$ cat config.mk
export PLATFORM = sky130hd
export DESIGN_NAME = fetch_pc_select
export DESIGN_NICKNAME = d
export VERILOG_FILES = /design/src/rtl/fetch_pc_select.sv
export SDC_FILE = /design/constraint.sdc
export NUM_CORES = 1
export LEC_CHECK = 0
export ABC_AREA = 0
export CORE_AREA = 2 2 161 163
export CTS_CLUSTER_DIAMETER = 200
export CTS_CLUSTER_SIZE = 10
export DETAILED_ROUTE_END_ITERATION = 6
export DIE_AREA = 0 0 163 165
export PLACE_DENSITY_LB_ADDON = 0.2
export SETUP_SLACK_MARGIN = 0.1
export SYNTH_ARGS = -nofsm -noshare
export SYNTH_HDL_FRONTEND = slang
export SYNTH_SLANG_ARGS = --single-unit
$ cat constraint.sdc
create_clock -name clk -period 3.1 [get_ports clk]
set_input_delay 0.31 -clock clk [delete_from_list [all_inputs] [get_ports clk]]
set_output_delay 0.31 -clock clk [all_outputs]
set_load 0.01 [all_outputs]
$ cat src/rtl/fetch_pc_select.sv
// fetch_pc_select: Y86-64 fetch PC mux, predicted-PC register and ret/halt fetch-blocking FSM.
// Define BTFNT_PRED_EN for backward-taken/forward-not-taken jXX prediction with two-way correction.
module fetch_pc_select #(
    parameter int               WIDTH    = 64,
    parameter logic [WIDTH-1:0] RESET_PC = '0,
    parameter int               CNT_W    = 8
) (
    input  logic             clk,
    input  logic             rst,
    input  logic             stall_f,
    input  logic [3:0]       f_icode,
    input  logic [WIDTH-1:0] f_valc,
    input  logic [WIDTH-1:0] f_valp,
    input  logic [3:0]       m_icode,
    input  logic             m_cnd,
    input  logic [WIDTH-1:0] m_vala,
`ifdef BTFNT_PRED_EN
    input  logic             m_pred_nt,
    input  logic [WIDTH-1:0] m_valc,
    output logic             f_pred_nt,
`endif
    input  logic [3:0]       w_icode,
    input  logic [WIDTH-1:0] w_valm,
    output logic [WIDTH-1:0] f_pc,
    output logic [WIDTH-1:0] pred_pc,
    output logic             f_bubble,
    output logic             flush_de,
    output logic [1:0]       fsm_state,
    output logic [CNT_W-1:0] ret_wait_cnt
);
    typedef enum logic [1:0] {S_RUN = 2'd0, S_RET_WAIT = 2'd1, S_HALTED = 2'd2} state_t;

    state_t           r_state;
    state_t           w_state_nxt;
    logic [WIDTH-1:0] r_pred_pc;
    logic [WIDTH-1:0] w_pred_nxt;
    logic [CNT_W-1:0] r_cnt;
    logic             w_mis_nt;
    logic             w_mis_t;
    logic             w_mispredict;
    logic             w_ret_arrive;
    logic             w_fetch_ok;
    logic             w_jxx_taken;

    always_comb begin
        w_mis_nt     = (m_icode == 4'h7) && !m_cnd;
`ifdef BTFNT_PRED_EN
        w_mis_t      = (m_icode == 4'h7) && m_cnd && m_pred_nt;
        w_jxx_taken  = f_valc < f_valp;
        f_pred_nt    = (f_icode == 4'h7) && !w_jxx_taken;
        f_pc         = w_mis_nt ? m_vala : w_mis_t ? m_valc : (w_icode == 4'h9) ? w_valm : r_pred_pc;
`else
        w_mis_t      = 1'b0;
        w_jxx_taken  = 1'b1;
        f_pc         = w_mis_nt ? m_vala : (w_icode == 4'h9) ? w_valm : r_pred_pc;
`endif
        w_mispredict = w_mis_nt || w_mis_t;
        w_ret_arrive = (r_state == S_RET_WAIT) && (w_icode == 4'h9);
        // A mispredict redirects onto the correct path, so nothing fetched there is bubbled.
        f_bubble     = !w_mispredict && (((r_state == S_RET_WAIT) && (w_icode != 4'h9)) || (r_state == S_HALTED));
        flush_de     = w_mispredict;
        w_fetch_ok   = !stall_f && (r_state == S_RUN);
        w_pred_nxt   = (((f_icode == 4'h7) && w_jxx_taken) || (f_icode == 4'h8)) ? f_valc : f_valp;
        w_state_nxt  = (w_mispredict || w_ret_arrive) ? S_RUN :
                       (w_fetch_ok && (f_icode == 4'h9)) ? S_RET_WAIT :
                       (w_fetch_ok && (f_icode == 4'h0)) ? S_HALTED : r_state;
    end

    always_ff @(posedge clk) begin
        if (rst) begin
            r_state   <= S_RUN;
            r_pred_pc <= RESET_PC;
            r_cnt     <= '0;
        end else begin
            r_state <= w_state_nxt;
            if (!stall_f && !f_bubble)
                r_pred_pc <= w_pred_nxt;
            if (r_state != S_RET_WAIT && w_state_nxt == S_RET_WAIT)
                r_cnt <= '0;
            else if (r_state == S_RET_WAIT && w_state_nxt == S_RET_WAIT && r_cnt != '1)
                r_cnt <= r_cnt + 1'b1;
        end
    end

    assign pred_pc      = r_pred_pc;
    assign fsm_state    = r_state;
    assign ret_wait_cnt = r_cnt;
endmodule

# Yosys cells after proc, flatten, opt, wreduce, memory -nomap -nowiden
# Index checks and enable logic that the tools add are counted.
# totals
elab_cells	42
input_bits	272
reg_bits	74
output_inout_bits	140
# classes
mux	6
reduce_logical	21
n_eq_ne	11
addsub	1
# ops
cell	count
$mux W64	3
$eq A4 B4 Y1 const B	3
$logic_and A1 B1 Y1	11
$add A8 B1 Y8 const B	1
$eq A4 B3 Y1 const B	2
$ne A8 B8 Y1 const B	1
$mux W2	3
$eq A2 B1 Y1 const B	2
$logic_not A1 Y1	4
$logic_not A4 Y1	1
$ne A4 B4 Y1 const B	1
$logic_or A1 B1 Y1	3
$eq A2 B2 Y1 const B	1
$logic_not A2 Y1	1
$ne A2 B1 Y1 const B	1
$reduce_or A2 Y1	1

# Logic depth before layout (Yosys ltp)
# depth
ltp_word	9
ltp_mapped	6
ltp_nobuf	5

# Least setup slack after synthesis
# OpenSTA, ideal clock, no wires.
# synth_path
kind	in2out
start	in m_icode[3]
end	out f_pc[57]
n_path_buf	2
cell_stages	6
arrival_time_ps	1598
required_ps	2790
setup_slack_ps	1192
cell_sequence	nand3b_1 nor2_1 clkbuf_1 clkbuf_1 nand2_1 o21ai_0
# synth_via
elab_chain_cells	3
# synth_lines
item	line	rtl
start: declaration	14	input logic [3:0] m_icode,
$eq A4 B3 Y1	46	w_mis_nt = (m_icode == 4'h7) && !m_cnd;
$logic_and A1 B1 Y1	46	
named net flush_de	27	output logic flush_de,
$mux W64	55	f_pc = w_mis_nt ? m_vala : (w_icode == 4'h9) ? w_valm : r_pred_pc;
end: declaration	24	output logic [WIDTH-1:0] f_pc,
# The timed path passes the listed nets, and every way through them passes these cells.

# Worst setup path after layout
# layout_path
start	in w_icode[1]
end	out f_pc[34]
# layout_via
elab_chain_cells	3
# layout_lines
item	line	rtl
start: declaration	22	input logic [3:0] w_icode,
$eq A4 B4 Y1	55	
$mux W64 (2 in a row)	55	
# Every way passes these cells.

==> impl_metrics.json <==
{
  "grt_pass1_wl_um": 33470,
  "io_buffers": 411,
  "wl_um": 23050,
  "die_y_um": 165,
  "r2r-start": "fsm_state[1]",
  "synth-xor-area-share": 0,
  "grt_max_degree": 83,
  "path_buf_inv": 5,
  "finalSetupTns_ns": 0,
  "synth-simple-area-share": 0.1510,
  "postCtsHoldBufs": 0,
  "synth_area_leader_cell": "dfxtp_1",
  "synth_top_area_frac": 0.3092,
  "clock_latency_ns": 0.33,
  "finalCriticalPeriod_ns": 2.808,
  "cp.arrival_ns": 2.50,
  "drt_pre_antenna_iters": 4,
  "hpwl_um": 17940,
  "setup.worst_path.class": "input port to output pin",
  "worstMarginPinSlew_ns": 0.9809,
  "drc": 0,
  "ir_drop_mv": 0.1422,
  "cts_buffer_depth": 2,
  "nets": 1236,
  "die_area_um2": 26900,
  "seq_area_frac_synth": 0.3092,
  "final_core_util": 0.3858,
  "antenna_left": 0,
  "yosys-mux-area-fraction": 0.2674,
  "path_max_fanout": 27,
  "clock_skew_ns": 0.007740,
  "startpoint_type": "input port",
  "vias": 5863,
  "clock_sinks": 74,
  "slew_headroom": 0.3461,
  "finalHoldViolations": 0,
  "cts_tree": "yes",
  "synth_nets": 853,
  "syn_avg_cell_area_um2": 8.260,
  "clk_pin_slew_ns": 0.06,
  "powerDensity_nw_per_um2": 348.7,
  "syn2layout_area_growth_pct": 101.6,
  "htree_levels": 3,
  "die_x_um": 163,
  "grt_overflow": 0,
  "wl_per_cell_um": 17.77,
  "p_leak_nw": 3.581,
  "path_cells": "clkdlybuf4s50_1 > nor4bb_4 > buf_4 > buf_12 > buf_4 > mux2i_1 > o21ai_0 > clkdlybuf4s50_1",
  "slowest_stage": "clkdlybuf4s50_1",
  "setup_viol": 0,
  "synth_area_um2": 4791,
  "grt_pass1_vias": 5830,
  "critPathTopFamily": "buffers and inverters",
  "cap_violations": 0,
  "ios": 412,
  "cts_buffers": 9,
  "drive_gt1_frac": 0.03930,
  "antenna_found_initial": 0,
  "synth_top_family_by_area": "multiplexers",
  "core_area_um2": 25040,
  "yosysWarnings": 0,
  "register_area_um2": 1481,
  "slew_viol_final": 0,
  "synth_compound_area_frac": 0.2162,
  "initial_utilization": 0.1914,
  "root_buffer": "clkbuf_16",
  "synth-edff-count": 0,
  "synth_commonest_cells": "mux2i_1 (128), dfxtp_1 (74), nor2_1 (69), nand2_1 (66), o21ai_0 (66)",
  "yosysMostFrequentCell": "mux2i_1",
  "ys_ff_latch": 74,
  "yosys-top-cells-area": "dfxtp_1 (31%), mux2i_1 (27%), a221oi_1 (12%)",
  "pre_cts_slack_ns": 0.2446,
  "yosys.area_share.adder": 0.002612,
  "max_stage_delay_ns": 0.58,
  "status": "completed",
  "synthCells": 580,
  "vias_per_cell": 4.520,
  "ctsResizeCount": 0,
  "fill_cells": 2568,
  "routabilityCongestion": 0.7465,
  "synthFlopType": "dfxtp_1",
  "async_flop_share": 0,
  "required_ns": 2.79,
  "antenna_cells": 0,
  "rows": 58,
  "startpoint": "w_icode[1]",
  "critPathCaptureType": "output pin",
  "fin_ws_ns": 0.2923,
  "grt_usage": 0.1614,
  "multi_input_area_um2": 3107,
  "grt_setup_unrepaired": "false",
  "fmax_ghz": 0.3562,
  "hold_start": "rst",
  "ys_types": 38,
  "drtIter0Drc": 168,
  "hold_ws_ns": 0.3450,
  "hold_class": "input port to flop",
  "fin_crit_sh": 0.9057
}
[state kept, by name, indices dropped and copies added (netlist names)]
register and cells:
pred_pc 64, ret_wait_cnt 8, fsm_state 2
[worst paths after layout]
check        cells after the start  slack, ns         endpoint
max                              8       0.29         f_pc[34]
min                              2       0.34      pred_pc[42]
max reg2reg                      4       1.16      pred_pc[51]
min reg2reg                      2       0.51  ret_wait_cnt[7]
[per-layer routing]
metal  vias to the layer above  share of wire  global-route usage
met5                         -              0                   0
met4                         0         0.0080             0.03741
met3                         9          0.067             0.03415
met2                       226           0.53              0.3049
met1                      2694           0.40              0.1850
li1                       2934              -                   -
[cells in the final DEF, fill, tap and decap left out, types with 4 or more instances in the layout]
cell type and instances:
clkbuf_16 9, nor3_1 7, a221oi_1 64, mux2i_1 128, buf_4 10, nand2_1 66
clkdlybuf4s50_1 410, nand3_1 4, nor2_1 68, buf_12 7, dfxtp_1 74, a21oi_1 9
o21ai_0 66, nand2b_1 4
[area by class of cell]
class	count	share of cell area
multi-input combinational	448	0.3216
inverter	2	0.0007772
timing repair buffer	428	0.4477
clock inverter	4	0.007642
clock buffer	11	0.02617
sequential	74	0.1534
tap	330	0.04275
[power breakdown]
group | total, mW | switching [mW] | internal [mW]
sequential | 1.10 | 0.0708 | 1.02
combinational | 1.11 | 0.401 | 0.713
clock | 1.16 | 0.413 | 0.746
[timing repair]
action,4_1_cts,5_1_grt
setup endpoints to repair,0,1
buffers inserted,0,1
endpoints found under the hold margin,0,0
[metrics by stage]
step,power [mW],instance area [um2],std cells
floorplan,1.473,4791,580
global placement,2.239,9325,1281
detailed placement,2.243,9325,1281
CTS,3.432,9652,1296
global route,3.546,9659,1297
finish,3.368,9659,1297
[logic make-up (layout without fill, tap and decap cells)]
kind of cell	after synthesis	in the layout
compound gates	152	152
fa+ha+maj	1	1
buf+inv	58	445
flops	74	74
mux	128	128
simple gates	167	167
[worst register-to-register path, stage by stage (launching register included)]
cell      delay, ns
dfxtp_1        0.35
nand2b_1       0.22
o211ai_1       0.32
buf_4          0.63
a221oi_1       0.27
Note: power is estimated with default switching activity, not from simulation.
